==> config.mk <==
export PLATFORM = sky130hd
export DESIGN_NAME = v60_prefetch_queue_flat
export DESIGN_NICKNAME = d
export VERILOG_FILES = /design/src/rtl/v60_prefetch_queue_if.sv /design/src/rtl/v60_prefetch_queue.sv /design/src/flat_wrapper.sv
export SDC_FILE = /design/constraint.sdc
export NUM_CORES = 1
export LEC_CHECK = 0
export CORE_MARGIN = 2
export CORE_UTILIZATION = 65
export CTS_BUF_LIST = sky130_fd_sc_hd__clkbuf_8
export DETAILED_ROUTE_END_ITERATION = 10
export PLACE_DENSITY = 0.95
export SLEW_MARGIN = 20
export SYNTH_ARGS = -nofsm -noshare
export SYNTH_HDL_FRONTEND = slang
export SYNTH_SLANG_ARGS = --single-unit
==> constraint.sdc <==
create_clock -name clk -period 10.8 [get_ports clk]
set_input_delay 1.62 -clock clk [delete_from_list [all_inputs] [get_ports clk]]
set_output_delay 1.62 -clock clk [all_outputs]
set_load 0.01 [all_outputs]
==> src/rtl/v60_prefetch_queue_if.sv <==
// rtl/v60_prefetch_queue_if.sv - instruction fetch bus between prefetch queue and bus interface
//
// Purpose: carries one word fetch at a time from the prefetch queue to the bus interface.
// Signals:
//   fetch_req   queue -> bus  word fetch request, held until fetch_ack
//   fetch_addr  queue -> bus  word-aligned fetch address, stable while fetch_req is high
//   fetch_ack   bus -> queue  fetch completes this cycle, fetch_data valid
//   fetch_data  bus -> queue  fetched word, little-endian
// Modports: master = prefetch queue, slave = bus interface.

interface v60_prefetch_queue_if;
  logic        fetch_req;
  logic [31:0] fetch_addr;
  logic        fetch_ack;
  logic [31:0] fetch_data;

  modport master (
    output fetch_req,
    output fetch_addr,
    input  fetch_ack,
    input  fetch_data
  );

  modport slave (
    input  fetch_req,
    input  fetch_addr,
    output fetch_ack,
    output fetch_data
  );
endinterface

==> src/rtl/v60_prefetch_queue.sv <==
// rtl/v60_prefetch_queue.sv - byte-granular instruction prefetch queue with word fetch bus
//
// Purpose: fetches 32-bit words ahead of the decoder into a circular byte buffer and
// presents the next six bytes at the head, with the address of the head byte.
// Ports:
//   clk, rst_n    clock, synchronous active-low reset
//   bus           fetch bus (master side): fetch_req/fetch_addr out, fetch_ack/fetch_data in
//   flush         discard queue and restart fetching at flush_addr (any alignment)
//   flush_addr    new program counter
//   inst          next six queued bytes, head byte in [47:40]; unqueued bytes read as zero
//   inst_valid    at least six bytes queued
//   inst_pc       address of the head byte
//   consume       retire consume_len bytes (ignored unless inst_valid)
//   consume_len   bytes to retire, 1-7 (0 is a no-op)
//   count         bytes currently queued

module v60_prefetch_queue #(
  parameter int unsigned DEPTH    = 16,
  parameter logic [31:0] RESET_PC = 32'hFFFF_FFF0
) (
  input  logic                     clk,
  input  logic                     rst_n,
  v60_prefetch_queue_if.master     bus,
  input  logic                     flush,
  input  logic [31:0]              flush_addr,
  output logic [47:0]              inst,
  output logic                     inst_valid,
  output logic [31:0]              inst_pc,
  input  logic                     consume,
  input  logic [2:0]               consume_len,
  output logic [$clog2(DEPTH):0]   count
);

  localparam int PW = $clog2(DEPTH);
  localparam int CW = PW + 1;

  typedef enum logic {IDLE = 1'b0, FETCH = 1'b1} state_t;

  state_t          state;
  state_t          state_next;
  logic [PW-1:0]   rd_ptr;
  logic [PW-1:0]   wr_ptr;
  logic [CW-1:0]   count_q;
  logic [CW-1:0]   count_next;
  logic [31:0]     pc_q;
  logic [31:0]     addr_q;
  logic [1:0]      skip_q;
  logic [7:0]      mem [DEPTH];

  logic            do_write;
  logic [2:0]      wr_len;
  logic            do_retire;
  logic [2:0]      ret_len;
  logic            space_ok;

  // Bytes written by an ack: the leading skip bytes of the first word after a
  // redirect lie below the target address and are dropped.
  always_comb begin
    do_write = (state == FETCH) && bus.fetch_ack;
    wr_len   = 3'd0;
    if (do_write) begin
      wr_len = 3'd4 - {1'b0, skip_q};
    end
  end

  // A retire can only ask for more than is queued when count is exactly 6 and
  // consume_len is 7, so clamping through count_q[2:0] is exact.
  always_comb begin
    do_retire = consume && inst_valid && (consume_len != 3'd0);
    ret_len   = 3'd0;
    if (do_retire) begin
      if ({{(CW-3){1'b0}}, consume_len} > count_q) begin
        ret_len = count_q[2:0];
      end else begin
        ret_len = consume_len;
      end
    end
  end

  // Fetching only starts with room for a whole word, and retires only free
  // space, so an ack can never overflow the buffer.
  always_comb begin
    count_next = count_q + {{(CW-3){1'b0}}, wr_len} - {{(CW-3){1'b0}}, ret_len};
    space_ok   = (count_next <= CW'(DEPTH - 4));
  end

  // FSM: state register
  always_ff @(posedge clk) begin
    if (!rst_n) begin
      state <= FETCH;
    end else begin
      state <= state_next;
    end
  end

  // FSM: next state
  always_comb begin
    state_next = state;
    case (state)
      IDLE:    if (space_ok) state_next = FETCH;
      FETCH:   if (do_write && !space_ok) state_next = IDLE;
      default: state_next = FETCH;
    endcase
    if (flush) begin
      state_next = FETCH;
    end
  end

  // FSM: outputs
  always_comb begin
    bus.fetch_req  = (state == FETCH);
    bus.fetch_addr = addr_q;
  end

  // Pointers, count, program counter and fetch address
  always_ff @(posedge clk) begin
    if (!rst_n) begin
      rd_ptr  <= '0;
      wr_ptr  <= '0;
      count_q <= '0;
      pc_q    <= RESET_PC;
      addr_q  <= {RESET_PC[31:2], 2'b00};
      skip_q  <= RESET_PC[1:0];
    end else if (flush) begin
      rd_ptr  <= '0;
      wr_ptr  <= '0;
      count_q <= '0;
      pc_q    <= flush_addr;
      addr_q  <= {flush_addr[31:2], 2'b00};
      skip_q  <= flush_addr[1:0];
    end else begin
      if (do_write) begin
        wr_ptr <= wr_ptr + PW'(wr_len);
        addr_q <= addr_q + 32'd4;
        skip_q <= 2'd0;
      end
      if (do_retire) begin
        rd_ptr <= rd_ptr + PW'(ret_len);
        pc_q   <= pc_q + {29'd0, ret_len};
      end
      count_q <= count_next;
    end
  end

  // Byte storage; contents are left as-is on reset and flush since count gates them.
  always_ff @(posedge clk) begin
    if (rst_n && !flush && do_write) begin
      for (int i = 0; i < 4; i++) begin
        if (i >= int'(skip_q)) begin
          mem[wr_ptr + PW'(i) - PW'(skip_q)] <= bus.fetch_data[8*i +: 8];
        end
      end
    end
  end

  // Head window: byte k of the window sits at rd_ptr + k
  always_comb begin
    inst = '0;
    for (int k = 0; k < 6; k++) begin
      if (CW'(k) < count_q) begin
        inst[8*(5-k) +: 8] = mem[rd_ptr + PW'(k)];
      end
    end
  end

  assign inst_valid = (count_q >= CW'(6));
  assign inst_pc    = pc_q;
  assign count      = count_q;

endmodule

==> src/flat_wrapper.sv <==
// flat-port wrapper written by rule: the top's interface ports become plain ports
module v60_prefetch_queue_flat 
#(
  parameter int unsigned DEPTH    = 16,
  parameter logic [31:0] RESET_PC = 32'hFFFF_FFF0
)
  (clk, rst_n, flush, flush_addr, inst, inst_valid, inst_pc, consume, consume_len, count, bus_fetch_req, bus_fetch_addr, bus_fetch_ack, bus_fetch_data);
  v60_prefetch_queue_if bus_i ();
  input  logic clk;
  input  logic rst_n;
  input  logic flush;
  input  logic [31:0] flush_addr;
  output logic [47:0] inst;
  output logic inst_valid;
  output logic [31:0] inst_pc;
  input  logic consume;
  input  logic [2:0] consume_len;
  output logic [$clog2(DEPTH):0] count;
  output wire logic [$bits(bus_i.fetch_req)-1:0] bus_fetch_req;
  output wire logic [$bits(bus_i.fetch_addr)-1:0] bus_fetch_addr;
  input wire logic [$bits(bus_i.fetch_ack)-1:0] bus_fetch_ack;
  input wire logic [$bits(bus_i.fetch_data)-1:0] bus_fetch_data;
  assign bus_fetch_req = bus_i.fetch_req;
  assign bus_fetch_addr = bus_i.fetch_addr;
  assign bus_i.fetch_ack = bus_fetch_ack;
  assign bus_i.fetch_data = bus_fetch_data;
  v60_prefetch_queue #(.DEPTH(DEPTH), .RESET_PC(RESET_PC)) u_core (.clk(clk), .rst_n(rst_n), .bus(bus_i), .flush(flush), .flush_addr(flush_addr), .inst(inst), .inst_valid(inst_valid), .inst_pc(inst_pc), .consume(consume), .consume_len(consume_len), .count(count));
endmodule
==> reports/results.md, run 1 <==
| Item | This run | Unit |
|---|---|---|
| CTS Root Buffer Type | sky130_fd_sc_hd__clkbuf_8 | - |
| Register share of total power | 0.338 | - |
| Critical path launch point type | flop | - |
| Slew at the pin closest to its max-slew limit | 1.18 | ns |
| Power spent charging and discharging nets | 1110 | uW |
| Synth unique cells | 68 | - |
| GPL Wtd Cong | 1.02 | - |
| Crit Path Category | reg -> out | - |
| Average cell area after synthesis | 9.72 | sq um |
| Post-detailed-route via-to-cell ratio | 7.84 | - |
| Wire length reported by the detailed router | 79800 | um |
| Worst hold path class | reg -> reg | - |
| Max Slew Vio Count | 0 | - |
| Worst-case hold path end point | u_core.wr_ptr[0]$_SDFFE_PP0P_ | - |
| Number of antenna violations at the first check in global routing | 6 | - |
| Skew-Pair Late Insertion Delay | 0.54 | ns |
| Sinks on Clock Net | 210 | - |
| Layout filler cell count | 1935 | - |
| Warnings, synthesis | 0 | - |
| Leakage component of the power | 0.00734 | uW |
| Number of optimization iterations in the first detailed-route pass | 7 | - |
| Wire length of the first global-routing pass | 116000 | um |
| Post-synthesis to final-layout area growth | 12.4 | % |
| R2R depth | 12 | - |
| Setup violations, final | 0 | - |
| F_max | 160 | MHz |
| Half-perimeter wire length after placement | 56100 | um |
| Maximum number of pins on one net before global-route repair | 66 | - |
| Synthesis-stage register bit count | 210 | - |
| Number of buffers added for setup after CTS | 0 | - |
| Synthesized area | 19300 | sq um |
| Placement Cell Area | 20900 | sq um |
| Via count of the first global-routing pass | 18000 | - |
| Worst-case clock skew | 0.0397 | ns |
| DR iter-0 viols | 3383 | - |
| Core ar. | 29400 | sq um |
| Final-report hold violation count | 0 | - |
| Net Sw Frac | 0.383 | - |
| Largest area contributor in the netlist | sky130_fd_sc_hd__mux4_2 | - |
| Post-route fraction of the period consumed by the critical path | 0.580 | - |
| Total congestion overflow | 0 | - |
| Number of buffers added on ports | 188 | - |
| Reg-to-Reg End | u_core.inst_pc[24]$_SDFFE_PN1P_ | - |
| H-tree lvl count | 2 | - |
| Worst R2R Start | u_core.count[3]$_SDFF_PP0_ | - |
| Internal power summed over all cells | 1780 | uW |
| Global router's overall resource usage | 0.508 | - |
| Chip width | 176 | um |
| Number of max-capacitance violations reported | 0 | - |
| Hold Path Depth | 2 | - |
| Starting density of the core | 0.656 | - |
| Status | complete, no violations | - |
| Worst setup slack for register-to-register paths | 6.30 | ns |
| Proportion of power drawn by the clock network | 0.262 | - |
| Total number of nets in the final design | 2167 | - |
| Number of routed nets with antenna violations | 0 | - |
| DRC errors left | 0 | - |
| Die span in y | 176 | um |
| Row cnt | 63 | - |
| Resize count post-CTS | 0 | - |
| Total Negative Setup Slacks | 0 | ns |
| Proportion of netlist area held by the largest area contributor | 0.215 | - |
| Combinational power share | 0.400 | - |
| Post-synth EDFFs | 128 | - |
| TritonCTS clock tree | done | - |
| Synth area leaders | sky130_fd_sc_hd__mux4_2 21%, sky130_fd_sc_hd__edfxtp_1 20%, sky130_fd_sc_hd__dfxtp_1 8.5% | - |
| Minimum clock period | 6.27 | ns |
| Power per cell area | 133 | nW/um^2 |
| Slew Limit Headroom | 0.214 | - |
| Post-route cell area | 21700 | sq um |
| Critical path fanouts, max | 64 | - |
| Data required time at the worst endpoint | 9.18 | ns |
| Fraction of layout cells with a size suffix above 1 | 0.163 | - |
| Hold_sp | u_core.wr_ptr[0]$_SDFFE_PP0P_ | - |
| Signal arrival time at the worst endpoint | 4.65 | ns |
| Number of CTS-inserted buffers | 36 | - |
| I/O pin count | 191 | - |
| Vias | 19400 | - |
| Most used flip-flop cell after synthesis | sky130_fd_sc_hd__edfxtp_1 | - |
| Clock transition at the register clock pins on the worst setup and hold paths after CTS | 0.07 | ns |
| Asr flop ratio synth | 0 | - |
| Maximum resistive drop on vdd | 90.2 | uV |
| RSZ-0062 raised after global routing | false | - |
| Routed wire per std cell | 32.3 | um |
| Number of cells produced by synthesis | 1985 | - |
| Maximum root-to-sink buffer count | 3 | - |
| Sequential fraction of the synthesis area | 0.284 | - |
| Post-cts hold buffer count | 0 | - |
| Endpoint type of the worst setup path | primary output | - |
| Overall die area | 31100 | sq um |
-- cells in the final DEF (no fill, tap or decap), types with 20 or more instances in the layout --
cell type / n
sky130_fd_sc_hd__nand2_1: 213
sky130_fd_sc_hd__nor2_1: 206
sky130_fd_sc_hd__clkdlybuf4s50_1: 188
sky130_fd_sc_hd__mux4_2: 184
sky130_fd_sc_hd__o31ai_1: 136
sky130_fd_sc_hd__a211oi_1: 131
sky130_fd_sc_hd__edfxtp_1: 128
sky130_fd_sc_hd__and3_1: 98
sky130_fd_sc_hd__a21oi_1: 86
sky130_fd_sc_hd__dfxtp_1: 79
sky130_fd_sc_hd__inv_1: 49
sky130_fd_sc_hd__nor2b_1: 47
sky130_fd_sc_hd__clkbuf_8: 41
sky130_fd_sc_hd__o21ai_0: 39
sky130_fd_sc_hd__nand4_1: 36
sky130_fd_sc_hd__ha_1: 34
sky130_fd_sc_hd__o22ai_1: 33
sky130_fd_sc_hd__buf_4: 29
sky130_fd_sc_hd__xor2_1: 27
sky130_fd_sc_hd__nand3_1: 23
sky130_fd_sc_hd__xnor2_1: 21
sky130_fd_sc_hd__nor2_2: 20
sky130_fd_sc_hd__mux2i_1: 20
-- registers in the layout (all words and copies together) (netlist names), named ones only --
register / cells
u_core.bus.fetch_addr: 30
u_core.bus.fetch_req: 1
u_core.count: 5
u_core.inst_pc: 32
u_core.mem: 128
u_core.rd_ptr: 4
u_core.skip_q: 2
u_core.wr_ptr: 4
-- cells in the mapped netlist, types with 7 or more instances --
master / number
sky130_fd_sc_hd__nand3_1: 23
sky130_fd_sc_hd__nand2_1: 213
sky130_fd_sc_hd__o31ai_1: 136
sky130_fd_sc_hd__or3_1: 17
sky130_fd_sc_hd__clkbuf_1: 71
sky130_fd_sc_hd__buf_4: 11
sky130_fd_sc_hd__buf_2: 69
sky130_fd_sc_hd__a211oi_1: 131
sky130_fd_sc_hd__nor2_2: 18
sky130_fd_sc_hd__nor2_1: 208
sky130_fd_sc_hd__buf_1: 24
sky130_fd_sc_hd__a21oi_1: 86
sky130_fd_sc_hd__ha_1: 35
sky130_fd_sc_hd__and2_1: 9
sky130_fd_sc_hd__fa_1: 10
sky130_fd_sc_hd__nor2b_1: 48
sky130_fd_sc_hd__xor2_1: 29
sky130_fd_sc_hd__and3_2: 8
sky130_fd_sc_hd__nor2_4: 8
sky130_fd_sc_hd__o21ai_0: 39
sky130_fd_sc_hd__edfxtp_1: 128
sky130_fd_sc_hd__dfxtp_1: 82
sky130_fd_sc_hd__o22ai_1: 33
sky130_fd_sc_hd__mux4_2: 184
sky130_fd_sc_hd__a31oi_1: 19
sky130_fd_sc_hd__and3_1: 98
sky130_fd_sc_hd__a21o_1: 7
sky130_fd_sc_hd__nand4_1: 36
sky130_fd_sc_hd__o211ai_1: 19
sky130_fd_sc_hd__buf_6: 14
sky130_fd_sc_hd__xnor2_1: 21
sky130_fd_sc_hd__inv_1: 44
sky130_fd_sc_hd__mux2i_1: 20
sky130_fd_sc_hd__nor3_1: 10
-- power by group through the flow --
stage          Sequential (uW)  Combinational [uW]  Clock (uW)
2_1_floorplan              959                 638           0
3_3_place_gp               980                1070           0
3_5_place_dp               983                1100           0
4_1_cts                    967                1110         748
5_1_grt                    975                1210         783
6_report                   976                1160         758
-- how the worst max path moves through the flow --
stage / slack [ns] / from / endpoint / cells past startpoint
final: 4.53 / u_core.rd_ptr[0]$_SDFFE_PP0N_ / inst[16] / 8
after global routing: 4.39 / u_core.rd_ptr[0]$_SDFFE_PP0N_ / inst[16] / 8
after CTS: 4.88 / u_core.rd_ptr[0]$_SDFFE_PP0N_ / inst[16] / 8
after detailed placement: 5.26 / consume_len[0] / u_core.inst_pc[24]$_SDFFE_PN1P_ / 10
after global placement: 5.47 / consume_len[0] / u_core.bus.fetch_req$_SDFF_PP1_ / 16
after floorplan: 6.12 / u_core.rd_ptr[0]$_SDFFE_PP0N_ / inst[32] / 12
-- area by class of cell --
| type | count | area (sq um) | share of cell area |
|---|---|---|---|
| timing repair buffer | 217 | 2100 | 0.0968 |
| inverter | 46 | 173 | 0.00796 |
| sequential | 210 | 5490 | 0.253 |
| clock inverter | 24 | 180 | 0.00830 |
| antenna | 4 | 10.0 | 0.000461 |
| clock buffer | 41 | 564 | 0.0260 |
| multi-input combinational | 1539 | 12700 | 0.585 |
| tap | 390 | 488 | 0.0225 |
-- per-stage QoR --
stage	hold slack [ns]	setup WS (ns)	util	instances	total power, uW
5_1_grt	0.535	4.39	0.738	2468	2960
2_1_floorplan	0.470	6.12	-	1986	1600
6_report	0.511	4.53	0.738	2471	2890
3_3_place_gp	0.488	5.47	0.712	2402	2050
4_1_cts	0.509	4.88	0.737	2467	2830
3_5_place_dp	0.500	5.26	0.712	2402	2090
-- layer usage --
metal / vias up / share of wire / track usage
li1: 7778 / - / -
met1: 8979 / 0.33 / 0.645
met2: 2062 / 0.42 / 0.725
met3: 544 / 0.17 / 0.208
met4: 2 / 0.083 / 0.319
met5: - / 0.00050 / 0
-- cell families after synthesis --
family	after synthesis	share of synthesized area
adders and majority gates	45	0.0331
muxes	208	0.231
xor gates and xnor gates	53	0.0260
DFF	210	0.284
and+or+nand+nor	749	0.198
buffers and inverters	237	0.0596
other	1	0.000194
AOI/OAI and AO/OA	482	0.168
-- critical path: stages (launching register included) --
cell and delay [ns]:
sky130_fd_sc_hd__dfxtp_4 0.88, sky130_fd_sc_hd__inv_1 0.12, sky130_fd_sc_hd__ha_2 0.34, sky130_fd_sc_hd__buf_4 0.67
sky130_fd_sc_hd__mux4_2 0.34, sky130_fd_sc_hd__nor2b_1 0.16, sky130_fd_sc_hd__a211oi_1 0.09, sky130_fd_sc_hd__a211oi_1 0.76
sky130_fd_sc_hd__clkdlybuf4s50_1 0.69
Note: power is estimated with default switching activity, not from simulation.
==> inputs of run 2 (changes only) <==
- CORE_UTILIZATION: 65 -> 55
- PLACE_DENSITY: 0.95 -> 0.9
- clock period: 10.8 -> 5.25 ns (I/O delays scaled with it)
==> reports/results.md, run 2 (same netlist as run 1, synthesis figures left out) <==
| Item | This run | Unit |
|---|---|---|
| Vias | 18800 | - |
| Endpoint type of the worst setup path | primary output | - |
| Layout filler cell count | 2654 | - |
| Overall die area | 36600 | sq um |
| Skew-Pair Late Insertion Delay | 0.61 | ns |
| Worst-case clock skew | 0.0464 | ns |
| Setup violations, final | 0 | - |
| Slew Limit Headroom | 0.176 | - |
| Max reg flops | 128 | - |
| Core ar. | 34500 | sq um |
| Number of max-capacitance violations reported | 0 | - |
| Die span in y | 191 | um |
| Row cnt | 68 | - |
| Chip width | 191 | um |
| Total congestion overflow | 0 | - |
| Max Slew Vio Count | 0 | - |
| Post-detailed-route via-to-cell ratio | 7.43 | - |
| Number of routed nets with antenna violations | 0 | - |
| I/O pin count | 191 | - |
| Half-perimeter wire length after placement | 55500 | um |
| TritonCTS clock tree | done | - |
| Global router's overall resource usage | 0.397 | - |
| Status | complete, no violations | - |
| Highest-count cells in the layout ignoring fill and taps | 213 x sky130_fd_sc_hd__nand2_1, 208 x sky130_fd_sc_hd__nor2_1, 188 x sky130_fd_sc_hd__clkdlybuf4s50_1, 184 x sky130_fd_sc_hd__mux4_2, 136 x sky130_fd_sc_hd__o31ai_1 | - |
| Number of optimization iterations in the first detailed-route pass | 6 | - |
| Via count of the first global-routing pass | 17000 | - |
| Power per cell area | 266 | nW/um^2 |
| Critical path fanouts, max | 40 | - |
| Total Negative Setup Slacks | 0 | ns |
| Commonest non-fill, non-tap cell in the layout | sky130_fd_sc_hd__nand2_1 | - |
| GPL Wtd Cong | 1.04 | - |
| Minimum clock period | 5.02 | ns |
| Worst hold path class | reg -> reg | - |
| Total number of nets in the final design | 2165 | - |
| Data required time at the worst endpoint | 4.46 | ns |
| Sinks on Clock Net | 210 | - |
| Slew at the pin closest to its max-slew limit | 1.23 | ns |
| Leakage component of the power | 0.00733 | uW |
| DR iter-0 viols | 3528 | - |
| Maximum resistive drop on vdd | 235 | uV |
| F_max | 199 | MHz |
| Maximum number of pins on one net before global-route repair | 113 | - |
| Critical path launch point type | flop | - |
| DRC errors left | 0 | - |
| H-tree lvl count | 1 | - |
| Wire length reported by the detailed router | 74100 | um |
| Critical Path Slowest Stage Cell | sky130_fd_sc_hd__a211oi_1 | - |
| Resize count post-CTS | 0 | - |
| CP dominant cell by count | sky130_fd_sc_hd__a211oi_1 | - |
| List of cells traversed by the critical path | inv_1 -> ha_2 -> buf_4 -> mux4_2 -> nor2b_1 -> a211oi_1 -> a211oi_1 -> clkdlybuf4s50_1 | - |
| Number of CTS-inserted buffers | 31 | - |
| CTS Root Buffer Type | sky130_fd_sc_hd__clkbuf_8 | - |
| Post-synthesis to final-layout area growth | 12.6 | % |
| Post-cts hold buffer count | 0 | - |
| Number of buffers added on ports | 188 | - |
| Signal arrival time at the worst endpoint | 4.23 | ns |
| Crit Path Category | reg -> out | - |
| Post-route fraction of the period consumed by the critical path | 0.956 | - |
| Family with the most delay on the worst path | buffers and inverters | - |
| Register name with the most flops | u_core.mem | - |
| Critical path buffers and inverters | 3 | - |
| Number of buffers added for setup after CTS | 0 | - |
| Routed wire per std cell | 29.3 | um |
| Maximum root-to-sink buffer count | 3 | - |
| Starting density of the core | 0.559 | - |
| Peak per-stage delay on the critical path | 0.84 | ns |
| Fraction of layout cells with a size suffix above 1 | 0.163 | - |
| Clock transition at the register clock pins on the worst setup and hold paths after CTS | 0.06 | ns |
| Final-report hold violation count | 0 | - |
| Hold slack | 0.530 | ns |
| Number of antenna violations at the first check in global routing | 5 | - |
| RSZ-0062 raised after global routing | false | - |
| Wire length of the first global-routing pass | 109000 | um |
run 2: power breakdown:
group          internal, uW  total, uW  switching (uW)
clock                   758       1420             660
sequential             1850       1990             144
combinational           989       2380            1390
total                  3600       5790            2190
run 2: path summary, 6_finish.rpt:
kind | slack [ns] | end | cells past startpoint | start
worst min register to register | 0.53 | u_core.wr_ptr[0]$_SDFFE_PP0P_ | 2 | u_core.wr_ptr[0]$_SDFFE_PP0P_
worst min-delay path | 0.53 | u_core.wr_ptr[0]$_SDFFE_PP0P_ | 2 | u_core.wr_ptr[0]$_SDFFE_PP0P_
worst max-delay path | 0.23 | inst[19] | 8 | u_core.rd_ptr[0]$_SDFFE_PP0N_
worst max register to register | 1.14 | u_core.inst_pc[30]$_SDFFE_PN1P_ | 15 | u_core.count[1]$_SDFF_PP0_
run 2: layout make-up:
cell class                      instances  area [sq um]  share of cell area
Multi-Input combinational cell       1539         12700               0.584
Sequential cell                       210          5490               0.253
Timing Repair Buffer                  220          2130              0.0982
Tap cell                              455           569              0.0262
Clock buffer                           31           427              0.0196
Clock inverter                         27           233              0.0107
Inverter                               46           173             0.00795
Antenna cell                            1          2.50            0.000115
run 2: tightest hold or removal path, delay by kind of cell (launching register included):
| family | cells | cell delay (ns) |
|---|---|---|
| AND/OR/NAND/NOR | 1 | 0.07 |
| AO/OA/AOI/OAI | 1 | 0.06 |
| flip-flops | 1 | 0.35 |
run 2: layer usage:
| metal | track usage | vias to the layer above | routed length (um) |
|---|---|---|---|
| li1 | - | 7764 | - |
| met2 | 0.598 | 1914 | 32100 |
| met5 | 0.00549 | - | 16 |
| met4 | 0.183 | 2 | 4460 |
| met1 | 0.522 | 8754 | 25300 |
| met3 | 0.129 | 354 | 12200 |
run 2: metrics by stage:
stage,utilization,cell area [sq um],setup slack (ns),cells,total power (uW)
finish,0.629,21700,0.231,2529,5790
global route,0.629,21700,0.0283,2528,5960
CTS,0.629,21700,0.469,2528,5690
detailed placement,0.610,21100,0.516,2470,4300
global placement,0.610,21100,0.742,2470,4210
floorplan,-,19300,1.40,1986,3280
